==> config.mk <==
export PLATFORM = sky130hd
export DESIGN_NAME = adc_capture_packer
export DESIGN_NICKNAME = d
export VERILOG_FILES = /design/src/rtl/adc_capture_packer_pkg.sv /design/src/rtl/adc_capture_packer.sv
export SDC_FILE = /design/constraint.sdc
export NUM_CORES = 1
export LEC_CHECK = 0
export BUFFER_PORTS_ARGS = -buffer_cell sky130_fd_sc_hd__buf_2
export CORE_ASPECT_RATIO = 0.75
export CORE_MARGIN = 2
export CORE_UTILIZATION = 35
export DETAILED_ROUTE_END_ITERATION = 10
export SYNTH_ARGS = -nofsm -noshare
export SYNTH_HDL_FRONTEND = slang
export SYNTH_SLANG_ARGS = --single-unit
==> constraint.sdc <==
create_clock -name rf_clk -period 20.8 [get_ports rf_clk]
set_clock_uncertainty 0.05 [all_clocks]
set_input_delay 0 -clock rf_clk [delete_from_list [all_inputs] [get_ports rf_clk]]
set_output_delay 0 -clock rf_clk [all_outputs]
set_load 0.03 [all_outputs]
==> src/rtl/adc_capture_packer_pkg.sv <==
// Shared types, constants and byte-lane helpers for the ADC capture packer.
package adc_cap_pkg;

    typedef enum logic [1:0] {
        IDLE = 2'd0,
        RUN  = 2'd1,
        DONE = 2'd2
    } cap_state_t;

    localparam int DATA_W         = 256;
    localparam int HALF_W         = 128;
    localparam int BYTES_PER_BEAT = 32;
    localparam int BEAT_SHIFT     = $clog2(BYTES_PER_BEAT);

    // Keep the even byte of every duplicated pair.
    function automatic logic [HALF_W-1:0] decim2(input logic [DATA_W-1:0] din);
        logic [HALF_W-1:0] half;
        half = {HALF_W{1'b0}};
        for (int i = 0; i < HALF_W / 8; i++) begin
            half[8*i +: 8] = din[16*i +: 8];
        end
        return half;
    endfunction

    function automatic logic [HALF_W-1:0] ramp_half(input logic [7:0] base);
        logic [HALF_W-1:0] half;
        half = {HALF_W{1'b0}};
        for (int j = 0; j < HALF_W / 8; j++) begin
            half[8*j +: 8] = base + 8'(j);
        end
        return half;
    endfunction

endpackage

==> src/rtl/adc_capture_packer.sv <==
// ADC receive path: decimate duplicated bytes by 2, pack two halves per beat, frame a capture.
// Optional build macro ADC_CAP_TEST_PATTERN_EN adds a test_mode port selecting a byte ramp.
module adc_capture_packer
    import adc_cap_pkg::*;
#(
    parameter int CNT_W = 32
) (
    input  logic              rf_clk,
    input  logic              rf_rst,
    input  logic [DATA_W-1:0] s_axis_tdata,
    input  logic              s_axis_tvalid,
    output logic              s_axis_tready,
    output logic [DATA_W-1:0] m_axis_tdata,
    output logic              m_axis_tvalid,
    input  logic              m_axis_tready,
    output logic              m_axis_tlast,
`ifdef ADC_CAP_TEST_PATTERN_EN
    input  logic              test_mode,
`endif
    input  logic              cap_start,
    input  logic              cap_reset,
    input  logic [CNT_W-1:0]  cap_size,
    output logic              cap_busy,
    output logic              cap_done,
    output logic [CNT_W-1:0]  beat_cnt,
    output logic              overflow
);

    localparam logic [CNT_W-1:0] ONE_C  = {{(CNT_W-1){1'b0}}, 1'b1};
    localparam logic [CNT_W-1:0] ZERO_C = {CNT_W{1'b0}};

    cap_state_t        state_r;
    cap_state_t        state_next_s;
    logic              cap_busy_r;
    logic              cap_done_r;

    logic [HALF_W-1:0] pend_r;
    logic              half_ph_r;
    logic [DATA_W-1:0] out_data_r;
    logic              out_valid_r;
    logic              out_last_r;
    logic [CNT_W-1:0]  beat_cnt_r;
    logic [CNT_W-1:0]  n_beats_r;
    logic              last_loaded_r;
    logic              overflow_r;
`ifdef ADC_CAP_TEST_PATTERN_EN
    logic [7:0]        base_r;
`endif

    logic [CNT_W-1:0]  n_size_s;
    logic              start_s;
    logic              in_acc_s;
    logic              word_done_s;
    logic              hs_s;
    logic              load_s;
    logic              drop_s;
    logic [CNT_W-1:0]  beat_cnt_next_s;
    logic              load_last_s;
    logic [HALF_W-1:0] half_s;
    logic              unused_s;

    assign n_size_s = {{BEAT_SHIFT{1'b0}}, cap_size[CNT_W-1:BEAT_SHIFT]};
    assign unused_s = ^cap_size[BEAT_SHIFT-1:0];

    assign start_s         = cap_start && !cap_reset && (state_r != RUN) && (n_size_s != ZERO_C);
    assign in_acc_s        = (state_r == RUN) && s_axis_tvalid;
    assign word_done_s     = in_acc_s && half_ph_r;
    assign hs_s            = out_valid_r && m_axis_tready;
    assign load_s          = word_done_s && !last_loaded_r && (!out_valid_r || hs_s);
    assign drop_s          = word_done_s && !last_loaded_r && out_valid_r && !hs_s;
    assign beat_cnt_next_s = beat_cnt_r + (hs_s ? ONE_C : ZERO_C);
    // The word being loaded becomes the beat after everything already handed over.
    assign load_last_s     = ((beat_cnt_next_s + ONE_C) == n_beats_r);

    // Select the source of the current decimated half.
    always_comb begin
        half_s = {HALF_W{1'b0}};
`ifdef ADC_CAP_TEST_PATTERN_EN
        half_s = test_mode ? ramp_half(base_r) : decim2(s_axis_tdata);
`else
        half_s = decim2(s_axis_tdata);
`endif
    end

    // Capture FSM next-state logic; abort has priority over everything.
    always_comb begin
        state_next_s = state_r;
        if (cap_reset) begin
            state_next_s = IDLE;
        end else begin
            case (state_r)
                IDLE:    state_next_s = start_s ? RUN : IDLE;
                RUN:     state_next_s = (hs_s && out_last_r) ? DONE : RUN;
                DONE:    state_next_s = start_s ? RUN : DONE;
                default: state_next_s = IDLE;
            endcase
        end
    end

    // FSM state register and registered status flags.
    always_ff @(posedge rf_clk or posedge rf_rst) begin
        if (rf_rst) begin
            state_r    <= IDLE;
            cap_busy_r <= 1'b0;
            cap_done_r <= 1'b0;
        end else begin
            state_r    <= state_next_s;
            cap_busy_r <= (state_next_s == RUN);
            cap_done_r <= (state_next_s == DONE);
        end
    end

    // Packer, output register, beat counter and sticky overflow.
    always_ff @(posedge rf_clk or posedge rf_rst) begin
        if (rf_rst) begin
            pend_r        <= {HALF_W{1'b0}};
            half_ph_r     <= 1'b0;
            out_data_r    <= {DATA_W{1'b0}};
            out_valid_r   <= 1'b0;
            out_last_r    <= 1'b0;
            beat_cnt_r    <= ZERO_C;
            n_beats_r     <= ZERO_C;
            last_loaded_r <= 1'b0;
            overflow_r    <= 1'b0;
`ifdef ADC_CAP_TEST_PATTERN_EN
            base_r        <= 8'd0;
`endif
        end else if (cap_reset) begin
            half_ph_r     <= 1'b0;
            out_valid_r   <= 1'b0;
            out_last_r    <= 1'b0;
            beat_cnt_r    <= ZERO_C;
            last_loaded_r <= 1'b0;
        end else if (start_s) begin
            half_ph_r     <= 1'b0;
            out_valid_r   <= 1'b0;
            out_last_r    <= 1'b0;
            beat_cnt_r    <= ZERO_C;
            n_beats_r     <= n_size_s;
            last_loaded_r <= 1'b0;
            overflow_r    <= 1'b0;
`ifdef ADC_CAP_TEST_PATTERN_EN
            base_r        <= 8'd0;
`endif
        end else begin
            if (in_acc_s) begin
                half_ph_r <= !half_ph_r;
                if (!half_ph_r) begin
                    pend_r <= half_s;
                end
`ifdef ADC_CAP_TEST_PATTERN_EN
                base_r <= base_r + 8'd16;
`endif
            end
            beat_cnt_r <= beat_cnt_next_s;
            if (load_s) begin
                out_data_r  <= {half_s, pend_r};
                out_valid_r <= 1'b1;
                out_last_r  <= load_last_s;
                if (load_last_s) begin
                    last_loaded_r <= 1'b1;
                end
            end else if (hs_s) begin
                out_valid_r <= 1'b0;
                out_last_r  <= 1'b0;
            end
            if (drop_s) begin
                overflow_r <= 1'b1;
            end
        end
    end

    assign s_axis_tready = 1'b1;
    assign m_axis_tdata  = out_data_r;
    assign m_axis_tvalid = out_valid_r;
    assign m_axis_tlast  = out_last_r;
    assign cap_busy      = cap_busy_r;
    assign cap_done      = cap_done_r;
    assign beat_cnt      = beat_cnt_r;
    assign overflow      = overflow_r;

endmodule

Word level (Yosys, flattened, before mapping)
Index checks and enable logic that the tools add are counted.
{"block": "classes", "add_sub_neg": 2, "n_eq_ne": 6, "muxes": 24, "bitwise_logic": 3, "reduce_logical": 29}
{"operator": "$mux W32", "n": 2}
{"operator": "$add A32 B1 Y32", "n": 1}
{"operator": "$add A32 B1 Y32 const B", "n": 1}
{"operator": "$eq A32 B27 Y1", "n": 1}
{"operator": "$reduce_bool A32 Y1", "n": 1}
{"operator": "$mux W1", "n": 18}
{"operator": "$logic_and A1 B1 Y1", "n": 11}
{"operator": "$reduce_bool A3 Y1", "n": 3}
{"operator": "$mux W2", "n": 3}
{"operator": "$pmux W2 S3", "n": 1}
{"operator": "$reduce_and A2 Y1", "n": 3}
{"operator": "$logic_not A1 Y1", "n": 5}
{"operator": "$eq A2 B1 Y1 const B", "n": 2}
{"operator": "$eq A2 B2 Y1 const B", "n": 2}
{"operator": "$reduce_and A4 Y1", "n": 1}
{"operator": "$reduce_bool A4 Y1", "n": 1}
{"operator": "$not A1 Y1", "n": 3}
{"operator": "$reduce_and A3 Y1", "n": 1}
{"operator": "$logic_not A2 Y1", "n": 1}
{"operator": "$ne A2 B1 Y1 const B", "n": 1}
{"operator": "$reduce_bool A2 Y1", "n": 1}
{"operator": "$logic_or A1 B1 Y1", "n": 1}
{"block": "totals", "regBits": 452, "output_inout_bits": 294, "wordCells": 76}

Longest topological paths before layout
{"block": "logic_depth", "word_depth": 9, "ltp_mapped": 16, "mapped_depth_nobuf": 15}

Worst setup path after synthesis
OpenSTA, ideal clock, no wires.
{"block": "synth_timing", "path_type": "register to register", "startpoint": "reg out_valid_r, in the netlist m_axis_tvalid", "endpoint": "reg last_loaded_r", "t_arrival_ps": 4415, "t_required_ps": 20672, "slack_ps": 16256, "stages_incl_launch_ff": 16, "n_path_buf": 1, "period_less_slack_ps": 4544, "cell_sequence": "dfrtp_1 -> nand2_1 -> inv_1 -> ha_1 -> ha_1 -> buf_2 -> nand4_1 -> nor4_1 -> xnor2_1 -> or4_4 -> or4b_4 -> or3_4 -> or4b_1 -> and2_1 -> a2111oi_2 -> o21bai_1"}
{"block": "synth_via", "elab_chain_cells": 7}
{"element": "start: declaration", "line_no": "adc_capture_packer.sv:40", "source": "logic out_valid_r;"}
{"element": "start signal: assignment", "line_no": "adc_capture_packer.sv:119", "source": "out_valid_r <= 1'b0;"}
{"element": "start signal: assignment", "line_no": "adc_capture_packer.sv:130", "source": "out_valid_r <= 1'b0;"}
{"element": "start signal: assignment", "line_no": "adc_capture_packer.sv:136", "source": "out_valid_r <= 1'b0;"}
{"element": "$logic_and A1 B1 Y1", "line_no": "adc_capture_packer.sv:68", "source": "assign hs_s = out_valid_r && m_axis_tready;"}
{"element": "$mux W1", "line_no": "adc_capture_packer.sv:71", "source": "assign beat_cnt_next_s = beat_cnt_r + (hs_s ? ONE_C : ZERO_C);"}
{"element": "$add A32 B1 Y32", "line_no": "adc_capture_packer.sv:71"}
{"element": "$add A32 B1 Y32", "line_no": "adc_capture_packer.sv:73", "source": "assign load_last_s = ((beat_cnt_next_s + ONE_C) == n_beats_r);"}
{"element": "$eq A32 B27 Y1", "line_no": "adc_capture_packer.sv:73"}
{"element": "$reduce_bool A3 Y1 (no source line)"}
{"element": "$reduce_and A2 Y1 (no source line) *"}
{"element": "end signal: assignment", "line_no": "adc_capture_packer.sv:123", "source": "last_loaded_r <= 1'b0;"}
{"element": "end signal: assignment", "line_no": "adc_capture_packer.sv:133", "source": "last_loaded_r <= 1'b0;"}
{"element": "end signal: assignment", "line_no": "adc_capture_packer.sv:140", "source": "last_loaded_r <= 1'b0;"}
{"element": "end: declaration", "line_no": "adc_capture_packer.sv:44", "source": "logic last_loaded_r;"}
Every way passes the cells marked *; elsewhere a longest branch is shown, timed or not.
A chain may end at the register's enable or synchronous reset.

Worst setup path in the final report
Same ends and word-level chain as after synthesis.

==> flow_summary.yaml <==
setup_path:
  critical_path_required_ns: 21.25
  critPathCaptureType: "register"
  crit_path_frequent_cell: "ha_1"
  crit_fanout: 12
  critical_path_depth: 14
  cp_top_family: "simple AND/OR/NAND/NOR gates"
  cp.arrival_ns: 6.01
  crit_slowest_cell: "or4_4"
  max_stage_delay_ns: 0.64
  critPathLaunchType: "register"
  crit_type: "register to register"
  ff2ff_path_depth: 14
  cp.buffers_inverters: 1
  worstPathCellList: "nand2_1 -> inv_1 -> ha_1 -> ha_1 -> nand4_1 -> nor4_1 -> xnor2_1 -> or4_4 -> or4b_4 -> or3_4 -> or4b_1 -> and2_1 -> a2111oi_2 -> o21bai_1"
power:
  cellLeakagePower_uw: 0.0123
  power_switching_uw: 811
  p_clk_frac: 0.320
  internal-power_uw: 1850
  power_density_mw_per_mm2: 106
  pwr-share-seq: 0.450
  netSwitchingFraction: 0.305
  ir_drop_v: 0.0000666
  comb_power_share: 0.230
routing:
  viasPerCell: 4.96
  drc: 0
  wl_per_cell_um: 18.5
  dr.pass1.iters: 5
  antenna_left: 0
  drt-initial-drc-count: 864
  vias: 13300
  routed_wl_um: 49600
sta:
  setup_viol: 0
  hold_violations: 0
  timing.slew.headroom: 0.330
  whs_ns: 0.143
  setup_ws_ns: 15.23
  fin_setup_tns_ns: 0
  min_period_over_period: 0.268
  worstMarginPinSlew_ns: 0.996
  rsz0062_at_grt: "false"
  max_freq_mhz: 180
  min_period_ns: 5.57
  finalMaxSlewViolations: 0
synthesis:
  synth.distinct_cells: 66
  synth_edf_count: 0
  synth_ff_type: "dfrtp_1"
  yosysWarnings: 0
  netlist_area_mm2: 0.0188
  post_synth.cell_area_avg_um2: 14.2
  synth_nets: 1625
  ys_seq_area_frac: 0.600
  syn-instance-count: 1328
  ys_ff_latch: 452
  ys_async_sr_fraction: 1.00
die:
  die_w_um: 272
  io_pins: 588
  die_h_um: 205
  row_count: 73
  initial_utilization: 0.355
  core_area_mm2: 0.0531
  die_area_mm2: 0.0557
place:
  pre_cts_slack_ns: 15.34
  gp_congestion: 0.900
  place_area_mm2: 0.0218
  dp_hpwl_um: 33500
  port_buffers: 453
final_layout:
  mostFrequentLayoutCell: "buf_2"
  syn2layout_area_growth_pct: 32.8
  nets: 2227
  seq_area_mm2: 0.0113
  layout_common_cells: "buf_2 (453), dfrtp_1 (452), mux2_2 (409)"
  drive_gt1_frac: 0.489
  final_cell_area_mm2: 0.0250
  fillers: 4745
  multi_input_area_mm2: 0.00720
cts:
  clock_path_buffers: 3
  clk_pin_slew_ns: 0.06
  cts_made_buffers: 47
  cts_setup_buffers: 0
  cts_htree_levels: 2
  clk_latency_ns: 0.57
  cts_sinks: 452
  cts_resized: 0
  cts_tree: "built"
  cts.root.buffer_cell: "clkbuf_16"
grt:
  grt_pass1_vias: 13800
  antenna_found_initial: 2
  grt_start_max_net_pins: 169
  gr-total-overflow: 0
  grtUsageTotal: 0.175
  grt_pass1_wl_um: 77800
hold_path:
  hold_path.class: "input pin to async pin"
status:
  status: "completed"
job:
  cap_violations: 0
cells by family after synthesis:
| logic type | synth area share |
|---|---|
| DFF | 0.600 |
| muxes | 0.247 |
| and+or+nand+nor | 0.0703 |
| buffers and inverters | 0.0180 |
| xor gates and xnor gates | 0.0353 |
| AOI/OAI and AO/OA | 0.0274 |
| adders and majority gates | 0.00199 |
| other | 0.000199 |
cells in the mapped netlist (5+ instances only):
library cell / n / area share
dfrtp_1: 452 / 0.60
mux2_2: 409 / 0.24
clkbuf_1: 55 / 0.011
nor2_1: 52 / 0.010
xnor2_1: 41 / 0.019
nand2_1: 33 / 0.0066
nand3_1: 28 / 0.0074
xor2_1: 27 / 0.013
nand4_1: 24 / 0.0080
nor4_1: 18 / 0.0060
inv_1: 14 / 0.0028
nor3_1: 14 / 0.0037
a21oi_1: 12 / 0.0032
and3_1: 8 / 0.0027
buf_1: 8 / 0.0016
buf_2: 7 / 0.0019
and2_1: 6 / 0.0020
nand3b_1: 6 / 0.0024
o211ai_1: 6 / 0.0024
o21ai_0: 6 / 0.0016
and4_1: 5 / 0.0023
nor2b_1: 5 / 0.0017
final timing paths:
kind                                    from           endpoint  slack, ns
max                            m_axis_tvalid      last_loaded_r      15.23
min                                   rf_rst  m_axis_tdata[169]       0.14
max reg2reg                    m_axis_tvalid      last_loaded_r      15.23
min reg2reg                      pend_r[102]  m_axis_tdata[102]       0.44
max in group asynchronous             rf_rst       beat_cnt[25]      18.15
min in group rf_clk        s_axis_tdata[225]        pend_r[113]       0.15
cell type report:
type,count,share of cell area
sequential,452,0.452
multi-input combinational,790,0.288
timing repair buffer,625,0.159
clock buffer,69,0.0543
tap,712,0.0356
clock inverter,17,0.00855
inverter,14,0.00240
antenna,1,0.000100
flip-flops by register name (all words and copies together), names as in the netlist:
signal / cells
n_beats_r: 27
state_r: 2
overflow: 1
cap_busy: 1
m_axis_tdata: 256
m_axis_tvalid: 1
cap_done: 1
last_loaded_r: 1
pend_r: 128
m_axis_tlast: 1
half_ph_r: 1
beat_cnt: 32
per-stage QoR:
step                 util  power [µW]  cells
global route        0.472        2800   2680
floorplan               -        1600   1328
finish              0.472        2660   2680
global placement    0.411        1780   2431
detailed placement  0.411        1800   2431
CTS                 0.472        2700   2679
power groups by stage:
stage,Sequential [µW],Clock [µW],Combinational (µW)
after floorplan,1370,0,234
after global placement,1200,0,583
after detailed placement,1210,0,593
after CTS,1200,879,619
after global routing,1230,922,653
final,1200,851,612
routing by layer:
layer / track usage / vias to the layer above / wire [µm]
met5: 0 / - / 13
met4: 0.0581 / 2 / 1450
met3: 0.0476 / 102 / 3660
met2: 0.282 / 409 / 23500
met1: 0.228 / 6771 / 21000
li1: - / 6000 / -
worst min-delay path, delay by kind of cell:
kind | cells | cell delay (ns)
buffers and inverters | 3 | 1.34
what timing repair did:
item / in CTS / in global routing
setup endpoints to repair: 0 / 0
endpoints found under the hold margin: 437 / 0
hold buffers: 162 / 0
(Power assumes the default switching activity.)
